--- src/rtl/i2c_target_if.sv ---
// Bus and user-side signals of the I2C target endpoint.
// The slave modport is the target's view; the master modport is the environment's view.
interface i2c_target_if;
  logic       scl_in;
  logic       sda_in;
  logic       sda_out;
  logic       sda_enable;
  logic [7:0] rx_data;
  logic       rx_valid;
  logic       tx_req;
  logic [7:0] tx_data;
  logic       busy;

  modport slave (
    input  scl_in, sda_in, tx_data,
    output sda_out, sda_enable, rx_data, rx_valid, tx_req, busy
  );

  modport master (
    output scl_in, sda_in, tx_data,
    input  sda_out, sda_enable, rx_data, rx_valid, tx_req, busy
  );
endinterface

--- src/rtl/i2c_target.sv ---
// I2C target with fixed 7-bit address, no clock stretching; open-drain SDA, input-only SCL.
// Optional input glitch filter enabled by defining I2C_TARGET_GLITCH_FILTER_EN.
module i2c_target #(
  parameter logic [6:0] ADDR = 7'h2F
) (
  input  logic         clk,
  input  logic         rst,
  i2c_target_if.slave  bus
);

  typedef enum logic [2:0] {
    IDLE, ADDR_RX, ADDR_ACK, WRITE, WRITE_ACK, READ, READ_ACK, IGNORE
  } state_t;

  state_t     state;
  logic [1:0] scl_sync, sda_sync;
  logic       scl, sda, scl_q, sda_q;
  logic [2:0] cnt;
  logic [7:0] sr;
  logic       rw, load;

  // Synchronizers reset to the idle-high bus level so reset release creates no edges.
  always_ff @(posedge clk or posedge rst) begin
    if (rst) begin
      scl_sync <= 2'b11;
      sda_sync <= 2'b11;
    end else begin
      scl_sync <= {scl_sync[0], bus.scl_in};
      sda_sync <= {sda_sync[0], bus.sda_in};
    end
  end

`ifdef I2C_TARGET_GLITCH_FILTER_EN
  logic [1:0] scl_hist, sda_hist;
  logic       scl_f, sda_f;

  // Filtered level follows only after three consecutive equal synced samples.
  always_ff @(posedge clk or posedge rst) begin
    if (rst) begin
      scl_hist <= 2'b11;
      sda_hist <= 2'b11;
      scl_f    <= 1'b1;
      sda_f    <= 1'b1;
    end else begin
      scl_hist <= {scl_hist[0], scl_sync[1]};
      sda_hist <= {sda_hist[0], sda_sync[1]};
      if (scl_hist == {2{scl_sync[1]}}) scl_f <= scl_sync[1];
      if (sda_hist == {2{sda_sync[1]}}) sda_f <= sda_sync[1];
    end
  end

  assign scl = scl_f;
  assign sda = sda_f;
`else
  assign scl = scl_sync[1];
  assign sda = sda_sync[1];
`endif

  always_ff @(posedge clk or posedge rst) begin
    if (rst) begin
      scl_q <= 1'b1;
      sda_q <= 1'b1;
    end else begin
      scl_q <= scl;
      sda_q <= sda;
    end
  end

  logic       scl_rise, scl_fall, start, stop;
  logic [7:0] shift_in;

  assign scl_rise = scl & ~scl_q;
  assign scl_fall = ~scl & scl_q;
  assign start    = scl & sda_q & ~sda;
  assign stop     = scl & ~sda_q & sda;
  assign shift_in = {sr[6:0], sda};

  assign bus.sda_out = 1'b0;

  always_ff @(posedge clk or posedge rst) begin
    if (rst) begin
      state          <= IDLE;
      cnt            <= 3'd0;
      sr             <= 8'h00;
      rw             <= 1'b0;
      load           <= 1'b0;
      bus.sda_enable <= 1'b0;
      bus.rx_data    <= 8'h00;
      bus.rx_valid   <= 1'b0;
      bus.tx_req     <= 1'b0;
      bus.busy       <= 1'b0;
    end else begin
      bus.rx_valid <= 1'b0;
      bus.tx_req   <= 1'b0;
      if (start) begin
        state          <= ADDR_RX;
        cnt            <= 3'd0;
        bus.busy       <= 1'b1;
        bus.sda_enable <= 1'b0;
      end else if (stop) begin
        state          <= IDLE;
        bus.busy       <= 1'b0;
        bus.sda_enable <= 1'b0;
      end else begin
        case (state)
          ADDR_RX: begin
            if (scl_rise) begin
              sr  <= shift_in;
              cnt <= cnt + 3'd1;
              if (cnt == 3'd7) begin
                rw    <= sda;
                state <= (shift_in[7:1] == ADDR) ? ADDR_ACK : IGNORE;
              end
            end
          end
          ADDR_ACK: begin
            if (scl_fall) begin
              bus.sda_enable <= 1'b1;
            end else if (scl_rise) begin
              cnt <= 3'd0;
              if (rw) begin
                bus.tx_req <= 1'b1;
                load       <= 1'b1;
                state      <= READ;
              end else begin
                state <= WRITE;
              end
            end
          end
          WRITE: begin
            if (scl_fall) begin
              bus.sda_enable <= 1'b0;
            end else if (scl_rise) begin
              sr  <= shift_in;
              cnt <= cnt + 3'd1;
              if (cnt == 3'd7) begin
                bus.rx_data  <= shift_in;
                bus.rx_valid <= 1'b1;
                state        <= WRITE_ACK;
              end
            end
          end
          WRITE_ACK: begin
            if (scl_fall)      bus.sda_enable <= 1'b1;
            else if (scl_rise) state <= WRITE;
          end
          READ: begin
            // sr is pre-shifted so sr[7] always holds the next bit to drive.
            if (scl_fall) begin
              if (load) begin
                sr             <= {bus.tx_data[6:0], 1'b0};
                bus.sda_enable <= ~bus.tx_data[7];
                load           <= 1'b0;
              end else begin
                sr             <= {sr[6:0], 1'b0};
                bus.sda_enable <= ~sr[7];
              end
            end else if (scl_rise) begin
              cnt <= cnt + 3'd1;
              if (cnt == 3'd7) state <= READ_ACK;
            end
          end
          READ_ACK: begin
            if (scl_fall) begin
              bus.sda_enable <= 1'b0;
            end else if (scl_rise) begin
              cnt <= 3'd0;
              if (!sda) begin
                bus.tx_req <= 1'b1;
                load       <= 1'b1;
                state      <= READ;
              end else begin
                state <= IGNORE;
              end
            end
          end
          default: bus.sda_enable <= 1'b0;
        endcase
      end
    end
  end

endmodule

--- src/flat_wrapper.sv ---
// flat-port wrapper written by rule: the top's interface ports become plain ports
module i2c_target_flat 
#(
  parameter logic [6:0] ADDR = 7'h2F
)
  (clk, rst, bus_scl_in, bus_sda_in, bus_tx_data, bus_sda_out, bus_sda_enable, bus_rx_data, bus_rx_valid, bus_tx_req, bus_busy);
  i2c_target_if bus_i ();
  input  logic clk;
  input  logic rst;
  input wire logic [$bits(bus_i.scl_in)-1:0] bus_scl_in;
  input wire logic [$bits(bus_i.sda_in)-1:0] bus_sda_in;
  input wire logic [$bits(bus_i.tx_data)-1:0] bus_tx_data;
  output wire logic [$bits(bus_i.sda_out)-1:0] bus_sda_out;
  output wire logic [$bits(bus_i.sda_enable)-1:0] bus_sda_enable;
  output wire logic [$bits(bus_i.rx_data)-1:0] bus_rx_data;
  output wire logic [$bits(bus_i.rx_valid)-1:0] bus_rx_valid;
  output wire logic [$bits(bus_i.tx_req)-1:0] bus_tx_req;
  output wire logic [$bits(bus_i.busy)-1:0] bus_busy;
  assign bus_i.scl_in = bus_scl_in;
  assign bus_i.sda_in = bus_sda_in;
  assign bus_i.tx_data = bus_tx_data;
  assign bus_sda_out = bus_i.sda_out;
  assign bus_sda_enable = bus_i.sda_enable;
  assign bus_rx_data = bus_i.rx_data;
  assign bus_rx_valid = bus_i.rx_valid;
  assign bus_tx_req = bus_i.tx_req;
  assign bus_busy = bus_i.busy;
  i2c_target #(.ADDR(ADDR)) u_core (.clk(clk), .rst(rst), .bus(bus_i));
endmodule
--- config.mk ---
export PLATFORM = sky130hd
export DESIGN_NAME = i2c_target_flat
export DESIGN_NICKNAME = d
export VERILOG_FILES = /design/src/rtl/i2c_target_if.sv /design/src/rtl/i2c_target.sv /design/src/flat_wrapper.sv
export SDC_FILE = /design/constraint.sdc
export NUM_CORES = 1
export LEC_CHECK = 0
export BUFFER_PORTS_ARGS = -buffer_cell sky130_fd_sc_hd__buf_2
export CORE_UTILIZATION = 56
export DETAILED_ROUTE_END_ITERATION = 7
export GPL_TIMING_DRIVEN = 0
export PLACE_DENSITY = 0.84
export SYNTH_ARGS = -nofsm -noshare
export SYNTH_HDL_FRONTEND = slang
export SYNTH_SLANG_ARGS = --single-unit
--- constraint.sdc ---
create_clock -name clk -period 2.09 [get_ports clk]
set_input_delay 0.418 -clock clk [delete_from_list [all_inputs] [get_ports clk]]
set_output_delay 0.418 -clock clk [all_outputs]
set_load 0.01 [all_outputs]
==> results of run 1 <==
==> metrics by stage <==
stage / power (mW) / utilization (%) / worst slack [ns] / instance area [um2]
after floorplan: 1.218 / - / 0.3820 / 1768
after global routing: 2.034 / 68.51 / 0.08846 / 2074
after CTS: 1.951 / 67.52 / 0.2175 / 2044
final: 1.953 / 68.51 / 0.1972 / 2074
after global placement: 1.299 / 64.01 / 0.2584 / 1938
after detailed placement: 1.335 / 64.01 / 0.2355 / 1938
==> worst paths after layout <==
kind	start	end	slack [ns]	cells after the start
worst max-delay path	u_core.cnt[0]$_DFFE_PP0P_	u_core.state[0]$_DFFE_PP0P_	0.20	6
worst min-delay path	bus_sda_in	u_core.sda_sync[0]$_DFF_PP1_	0.17	1
worst max register to register	u_core.cnt[0]$_DFFE_PP0P_	u_core.state[0]$_DFFE_PP0P_	0.20	6
worst min register to register	u_core.scl_sync[0]$_DFF_PP1_	u_core.scl_sync[1]$_DFF_PP1_	0.36	0
max in group asynchronous	rst	u_core.scl_q$_DFF_PP1_	1.08	4
min in group asynchronous	rst	u_core.cnt[0]$_DFFE_PP0P_	0.51	3
==> cells by family after synthesis <==
kind of cell    after synthesis  synth area share [%]
flops                        34                 48.55
fa+ha+maj                     2                 1.415
other cells                   1                0.2121
mux                          27                 18.68
buf+inv                      16                 4.883
simple gates                 30                 11.04
compound gates               30                 13.66
xor+xnor                      1                 1.557
==> cell usage in the layout, fill, tap and decap left out, drive strengths merged, types with 3 or more instances in the layout <==
| cell | count |
|---|---|
| a211oi | 3 |
| nand3 | 3 |
| nor2 | 3 |
| a21oi | 4 |
| clkbuf | 5 |
| dfrtp | 28 |
| inv | 7 |
| nor3 | 4 |
| mux2i | 3 |
| nand2 | 7 |
| buf | 32 |
| mux2 | 24 |
| dfstp | 6 |
| o21ai | 9 |
| nand2b | 4 |
==> layer usage <==
metal  global-route usage (%)  vias up  part of all wire [%]
met4                    9.524        0                  0.78
met2                    35.14       36                    50
met3                    6.696        4                   5.2
met1                    29.18      625                    44
li1                         -      575                     -
met5                        0        -                     0
==> area by class of cell <==
cell class,count,share of cell area [%]
flip-flops and latches,34,41.38
multi-input cells,91,39.69
repair buffers,25,6.996
clock inverters,3,3.317
plain buffers,8,2.714
well taps,44,2.654
clock buffers,5,1.809
inverters,8,1.448
==> worst max-delay path: stages, from the launching register on <==
cell and delay [ns]:
dfrtp_1 0.39, ha_1 0.15, ha_1 0.17, a21bo_2 0.26, a221oi_4 0.39, o21ai_0 0.14
a211o_1 0.30
==> power groups by stage <==
stage | Sequential (mW) | Combinational [mW] | Clock, mW
2_1_floorplan | 0.859 | 0.358 | 0
3_3_place_gp | 0.879 | 0.420 | 0
3_5_place_dp | 0.896 | 0.439 | 0
4_1_cts | 0.882 | 0.445 | 0.624
5_1_grt | 0.896 | 0.490 | 0.648
6_report | 0.882 | 0.449 | 0.622
==> registers in the layout, summed over array words and instances (netlist names) <==
| register | flops |
|---|---|
| u_core.bus.busy | 1 |
| u_core.scl_q | 1 |
| u_core.load | 1 |
| u_core.rw | 1 |
| u_core.sr | 8 |
| u_core.scl_sync | 2 |
| u_core.bus.tx_req | 1 |
| u_core.cnt | 3 |
| u_core.bus.sda_enable | 1 |
| u_core.sda_sync | 2 |
| u_core.bus.rx_valid | 1 |
| u_core.sda_q | 1 |
| u_core.state | 3 |
| u_core.bus.rx_data | 8 |
==> repair_timing <==
| item | CTS | global route |
|---|---|---|
| hold buffers | 0 | 1 |
| buffers inserted | 0 | 0 |
| endpoints found under the hold margin | 0 | 3 |
==> impl_metrics.toml, run 1 <==
[clocking]
ctsResizeCount = 0
cts_root_buffer = "clkbuf_4"
numCtsBuffers = 5
h-tree-depth = 2
path_clk_slew_ns = 0.12
cts_tree = "yes"
clock_sinks = 34
cts_max_path_buffers = 2
clk_latency_ns = 0.35

[die]
start_util_pct = 58.39
num_io_pins = 25
die_h_um = 58.19
core_area_um2 = 3028
dieWidth_um = 58.19
row_count = 20
die_area_um2 = 3385

[power_and_ir_drop]
p_switching_uw = 564.5
p_sw_share_pct = 28.91
p_leak_nw = 1.007
irDropWorstVdd_uv = 614.8
comb_power_share_pct = 23.0
power.internal_mw = 1.388
p_seq_share_pct = 45.2
clkPwrFrac_pct = 31.9
power_density_nw_per_um2 = 941.4

[sta]
clock.fmax_mhz = 528.3
tns_ns = 0
finClkSkew_ns = 0.01584
period_share_pct = 90.57
rsz0062_at_grt = "false"
maxSlewViolCount = 0
setup-violations-final = 0
holdWs_ns = 0.1697
fin_crit_ns = 1.893
hold_viol_final = 0

[final_layout]
fillers = 215
diodes = 0
multi_input_area_um2 = 823.3
area_delta_synth_final_pct = 17.34
stdcell_count = 218
regArea_um2 = 858.3
nets = 187
drive_above_1_share_pct = 46.55

[detailed_routing]
drcViolationCount = 0
routedWlPerCell_um = 15.84
drt-total-wl_um = 3454
firstDrtPassIters = 4
ant_nets = 0
vias = 1240
first_iter_violations = 25
vias_per_cell = 5.688

[synthesis]
synth_ff_type = "dfrtp_1"
synth_top_area_share_pct = 39.63
avgSynthCellArea_um2 = 12.54
synthesis.area_um2 = 1768
synth_seq_area_share_pct = 48.55
synth_common_cells = "28 x dfrtp_1, 16 x mux2_2, 8 x inv_1, 8 x mux2_4, 8 x o21ai_0"
synth_area_leader_cell = "dfrtp_1"
synth_edf_count = 0
async_flop_share_pct = 100.0
yosysWarnings = 0
synth_seq_cells = 34
synth_nets = 155
synth.distinct_cells = 45
ys_top_cells_by_area = "dfrtp_1 40%, mux2_2 10%, dfstp_2 8.9%"
synth_cells = 141
yosysMostFrequentCell = "dfrtp_1"

[global_routing]
grt_overflow = 0
grt_pass1_vias = 1179
grt_max_degree = 35
antenna_found_initial = 0
gr-usage-all-layers_pct = 22.47
grt_pass1_wl_um = 5526

[placed_design]
numPortBuffers = 23
place_inst = 208
gp_congestion = 0.9144
dp_hpwl_um = 2363

[hold_path]
hp-class = "in2reg"

[setup_path]
critPathKind = "reg2reg"
critPathLaunchType = "flip-flop"
cp_max_fo = 6
end_kind = "flip-flop"
cp.arrival_ns = 2.14
required_ns = 2.34

[flow_run]
max-cap-violations = 0

[run_status]
status = "finished, final reports clean"
(Power assumes the default switching activity.)
==> run 2, diff against run 1 <==
--- a/config.mk
+++ b/config.mk
@@ -6,10 +6,10 @@
 export NUM_CORES = 1
 export LEC_CHECK = 0
 export BUFFER_PORTS_ARGS = -buffer_cell sky130_fd_sc_hd__buf_2
-export CORE_UTILIZATION = 56
+export CORE_UTILIZATION = 29
 export DETAILED_ROUTE_END_ITERATION = 7
 export GPL_TIMING_DRIVEN = 0
-export PLACE_DENSITY = 0.84
+export PLACE_DENSITY = 0.52
 export SYNTH_ARGS = -nofsm -noshare
 export SYNTH_HDL_FRONTEND = slang
 export SYNTH_SLANG_ARGS = --single-unit
==> impl_metrics.toml, run 2 (synthesis gave the netlist of run 1 again) <==
[sta]
tns_ns = 0
clock.fmax_mhz = 536.4
rsz0062_at_grt = "false"
finClkSkew_ns = 0.004162
holdWs_ns = 0.2318
period_share_pct = 89.20
setup-violations-final = 0
fin_crit_ns = 1.864
maxSlewViolCount = 0
slew_headroom_pct = 50.74
worstMarginPinSlew_ns = 0.7378
hold_viol_final = 0

[clocking]
clock_sinks = 34
ctsResizeCount = 0
cts_root_buffer = "clkbuf_8"
numCtsBuffers = 5
clk_latency_ns = 0.28
cts_hold_buffers = 0
h-tree-depth = 2
post-cts-setup-buffers = 0
cts_tree = "yes"
path_clk_slew_ns = 0.07
cts_max_path_buffers = 2

[setup_path]
critPathMaxStageDelay_ns = 0.54
cp_max_fo = 10
slowest_stage = "dfstp_2"
crit_chain = "buf_2 -> nand2b_2 -> nor4_4 -> nand3_4 -> mux2_4"
end_kind = "flip-flop"
critPathKind = "reg2reg"
critPathLaunchType = "flip-flop"
crit_family = "simple AND/OR/NAND/NOR gates"
path_buf_inv = 1
required_ns = 2.26
cp.arrival_ns = 2.03

[final_layout]
diodes = 0
area_delta_synth_final_pct = 16.98
multi_input_area_um2 = 823.3
drive_above_1_share_pct = 46.51
fillers = 585
layout.cells.most_common = "dfrtp_1"
final_cell_mix = "28 x dfrtp_1, 26 x buf_2, 16 x mux2_2"
nets = 185
reg_top3 = "u_core.bus.rx_data (8), u_core.sr (8)"
postLayoutCoreUtil_pct = 35.14
regArea_um2 = 858.3

[detailed_routing]
routedWlPerCell_um = 14.49
firstDrtPassIters = 4
drcViolationCount = 0
wl_met2_um = 1665
first_iter_violations = 137
vias_per_cell = 4.870
m1WireLength_um = 1739
vias = 1203
wl_met3_um = 128
highest_layer = "met4"
ant_nets = 0
drt-total-wl_um = 3579

[global_routing]
grt_overflow = 0
grt_pass1_wl_um = 6003
gr-usage-all-layers_pct = 12.47
grt_pass1_vias = 1190
grt_max_degree = 35
antenna_found_initial = 0

[power_and_ir_drop]
p_leak_nw = 0.9894
power.internal_mw = 1.276
power_mw = 1.827
p_seq_share_pct = 48.3
power_density_nw_per_um2 = 883.4
p_sw_share_pct = 30.14
comb_power_share_pct = 24.1
clkPwrFrac_pct = 27.7
p_switching_uw = 550.6
irDropWorstVdd_uv = 314.8

[die]
core_area_um2 = 5886
dieWidth_um = 80.08
start_util_pct = 30.04
num_io_pins = 25
die_h_um = 80.08
row_count = 28
die_area_um2 = 6413

[placed_design]
numPortBuffers = 23
dp_hpwl_um = 2473
gp_congestion = 0.8851

[flow_run]
max-cap-violations = 0

[run_status]
status = "finished, final reports clean"

[hold_path]
hp-class = "in2reg"
[run 2: cell types whose count changed in the layout (fill, tap and decap cells not counted)]
cell,change
clkbuf_8,+6
buf_12,-1
clkinv_4,-1
clkbuf_1,+1
dlygate4sd3_1,-1
clkbuf_4,-5
bufinv_16,-2
inv_2,+1
clkinv_2,+1
clkinv_1,-1
[run 2: worst paths after layout]
kind / start / endpoint / slack (ns) / cells past startpoint
setup / recovery: u_core.scl_sync[1]$_DFF_PP1_ / u_core.bus.rx_data[5]$_DFFE_PP0P_ / 0.23 / 5
hold / removal: bus_scl_in / u_core.scl_sync[0]$_DFF_PP1_ / 0.23 / 1
setup reg to reg: u_core.scl_sync[1]$_DFF_PP1_ / u_core.bus.rx_data[5]$_DFFE_PP0P_ / 0.23 / 5
hold reg to reg: u_core.scl_sync[0]$_DFF_PP1_ / u_core.scl_sync[1]$_DFF_PP1_ / 0.35 / 0
max in group asynchronous: rst / u_core.bus.sda_enable$_DFFE_PP0P_ / 1.36 / 2
min in group asynchronous: rst / u_core.state[0]$_DFFE_PP0P_ / 0.26 / 2
[run 2: final cells by class]
class                      count  area share, %
clock inverter                 1         0.2420
multi-input combinational     91          39.81
tap                           75          4.537
inverter                       8          1.452
clock buffer                   7          4.174
buffer                         8          2.722
timing repair buffer          23          5.566
sequential                    34          41.50
[run 2: power groups by stage]
stage          Sequential (mW)  Combinational, mW  Clock [mW]
2_1_floorplan            0.859              0.358           0
3_3_place_gp             0.886              0.428           0
3_5_place_dp             0.891              0.440           0
4_1_cts                  0.880              0.443       0.527
5_1_grt                  0.901              0.489       0.552
6_report                 0.882              0.440       0.505
[run 2: metrics by stage]
stage / cells / cell area [um2] / worst slack, ns
floorplan: 141 / 1768 / 0.3820
global placement: 239 / 1977 / 0.2548
detailed placement: 239 / 1977 / 0.2316
CTS: 247 / 2068 / 0.2227
global route: 247 / 2068 / 0.09738
finish: 247 / 2068 / 0.2258
[run 2: routing by layer]
layer / track usage, % / vias up
met5: 0 / -
met4: 5.000 / 0
met3: 3.182 / 4
met2: 17.35 / 19
met1: 18.17 / 611
li1: - / 569
==> run 3, diff against run 2 <==
--- a/config.mk
+++ b/config.mk
@@ -7,9 +7,11 @@
 export LEC_CHECK = 0
 export BUFFER_PORTS_ARGS = -buffer_cell sky130_fd_sc_hd__buf_2
 export CORE_UTILIZATION = 29
+export CTS_CLUSTER_DIAMETER = 100
 export DETAILED_ROUTE_END_ITERATION = 7
 export GPL_TIMING_DRIVEN = 0
 export PLACE_DENSITY = 0.52
+export REMOVE_ABC_BUFFERS = 1
 export SYNTH_ARGS = -nofsm -noshare
 export SYNTH_HDL_FRONTEND = slang
 export SYNTH_SLANG_ARGS = --single-unit
==> impl_metrics.toml, run 3 (synthesis gave the netlist of run 1 again) <==
[run_status]
status = "finished, final reports clean"

[clocking]
h-tree-depth = 2
clk_latency_ns = 0.28
cts_tree = "yes"
clock_sinks = 34
path_clk_slew_ns = 0.07
cts_max_path_buffers = 2
numCtsBuffers = 5
post-cts-setup-buffers = 0
cts_root_buffer = "clkbuf_8"

[final_layout]
nets = 178
final_cell_mix = "27 x dfrtp_1, 23 x buf_2, 16 x mux2_2"
area_delta_synth_final_pct = 16.07
diodes = 0
reg_top3 = "u_core.bus.rx_data (8), u_core.sr (8)"
fillers = 605
multi_input_area_um2 = 823.3
regArea_um2 = 859.6
stdcell_count = 240
layout.cells.most_common = "dfrtp_1"
drive_above_1_share_pct = 44.24

[detailed_routing]
drt-total-wl_um = 3416
drcViolationCount = 0
routedWlPerCell_um = 14.23
ant_nets = 0
firstDrtPassIters = 4
first_iter_violations = 148
vias = 1185
vias_per_cell = 4.938

[setup_path]
critPathKind = "reg2reg"
r2r-start = "u_core.state[2]$_DFFE_PP0P_"
critPathLaunchType = "flip-flop"
worst_r2r_path_depth = 4
crit_family = "flip-flops"
slowest_stage = "dfrtp_1"
required_ns = 2.26
startpoint = "u_core.state[2]$_DFFE_PP0P_"
end_kind = "flip-flop"
crit_chain = "inv_1 -> nor3_1 -> o21ai_4 -> mux2_2"
cp.arrival_ns = 2.05
path_buf_inv = 1
path_depth = 4
critPathMaxStageDelay_ns = 0.62
cp_max_fo = 13

[hold_path]
hp-class = "in2async"

[sta]
clock.fmax_mhz = 531.0
period_share_pct = 90.10
maxSlewViolCount = 0
finClkSkew_ns = 0.003746
hold_viol_final = 0
setup-violations-final = 0
tns_ns = 0
rsz0062_at_grt = "false"
fin_crit_ns = 1.883

[power_and_ir_drop]
p_switching_uw = 543.3
comb_power_share_pct = 19.3
p_sw_share_pct = 28.66
clkPwrFrac_pct = 31.4
p_seq_share_pct = 49.3
p_leak_nw = 0.9603
irDropWorstVdd_uv = 303.9
power.internal_mw = 1.352
power_density_nw_per_um2 = 923.7

[global_routing]
antenna_found_initial = 0
grt_max_degree = 35
grt_overflow = 0
gr-usage-all-layers_pct = 12.47
grt_pass1_vias = 1179
grt_pass1_wl_um = 5954

[die]
dieWidth_um = 80.08
start_util_pct = 30.04
num_io_pins = 25
die_area_um2 = 6413
core_area_um2 = 5886
row_count = 28
die_h_um = 80.08

[placed_design]
dp_hpwl_um = 2397
numPortBuffers = 23
place_inst = 231
gp_congestion = 0.8470

[flow_run]
max-cap-violations = 0
run 3: layout make-up:
class / count / area share [%]
Clock buffer: 6 / 3.537
Clock inverter: 2 / 1.829
Inverter: 8 / 1.463
Multi-Input combinational cell: 91 / 40.12
Sequential cell: 34 / 41.89
Tap cell: 75 / 4.573
Timing Repair Buffer: 24 / 6.585
run 3: power groups by stage:
stage / logic [mW] / clock network, mW / registers, mW
6_report: 0.366 / 0.595 / 0.934
5_1_grt: 0.407 / 0.648 / 0.962
4_1_cts: 0.368 / 0.609 / 0.933
3_5_place_dp: 0.365 / 0 / 0.945
3_3_place_gp: 0.352 / 0 / 0.934
2_1_floorplan: 0.300 / 0 / 0.896
run 3: worst paths after layout:
check | endpoint | slack, ns
max in group asynchronous | u_core.sda_sync[0]$_DFF_PP1_ | 1.57
min in group clk | u_core.sda_sync[0]$_DFF_PP1_ | 0.23
hold / removal | u_core.state[1]$_DFFE_PP0P_ | 0.05
setup / recovery | u_core.sr[4]$_DFFE_PP0P_ | 0.21
hold reg to reg | u_core.scl_sync[1]$_DFF_PP1_ | 0.36
setup reg to reg | u_core.sr[4]$_DFFE_PP0P_ | 0.21
run 3: what timing repair did:
action / 4_1_cts / 5_1_grt
hold buffers: 0 / 0
endpoints found under the hold margin: 0 / 0
endpoints found under the setup margin: 0 / 7
gates resized for setup: 0 / 1
run 3: per-layer routing:
layer | share of wire [%] | routed length (um) | up-vias | GRT usage, %
met3 | 4.1 | 140 | 7 | 2.727
met5 | 0 | 0 | - | 0
li1 | - | - | 551 | -
met2 | 48 | 1634 | 29 | 18.55
met4 | 2.2 | 76 | 0 | 6.429
met1 | 46 | 1565 | 598 | 16.92
run 3: worst register-to-register path, delay by kind of cell (launching register included):
| kind | cells | cell delay [ns] |
|---|---|---|
| AND/OR/NAND/NOR | 1 | 0.41 |
| multiplexers | 1 | 0.31 |
| AO/OA/AOI/OAI | 1 | 0.18 |
| buffers and inverters | 1 | 0.25 |
| flip-flops | 1 | 0.62 |
run 3: through the flow:
stage               power, mW  instance area [um2]  setup slack [ns]  utilization (%)  hold slack, ns
global placement        1.285                 1921            0.1607            32.63          0.3460
detailed placement      1.310                 1921            0.1192            32.63          0.3481
floorplan               1.196                 1712            0.3802                -          0.3452
CTS                     1.909                 2031            0.1025            34.50          0.2183
global route            2.017                 2052            0.1038            34.86         0.04690
finish                  1.895                 2052            0.2068            34.86         0.05019
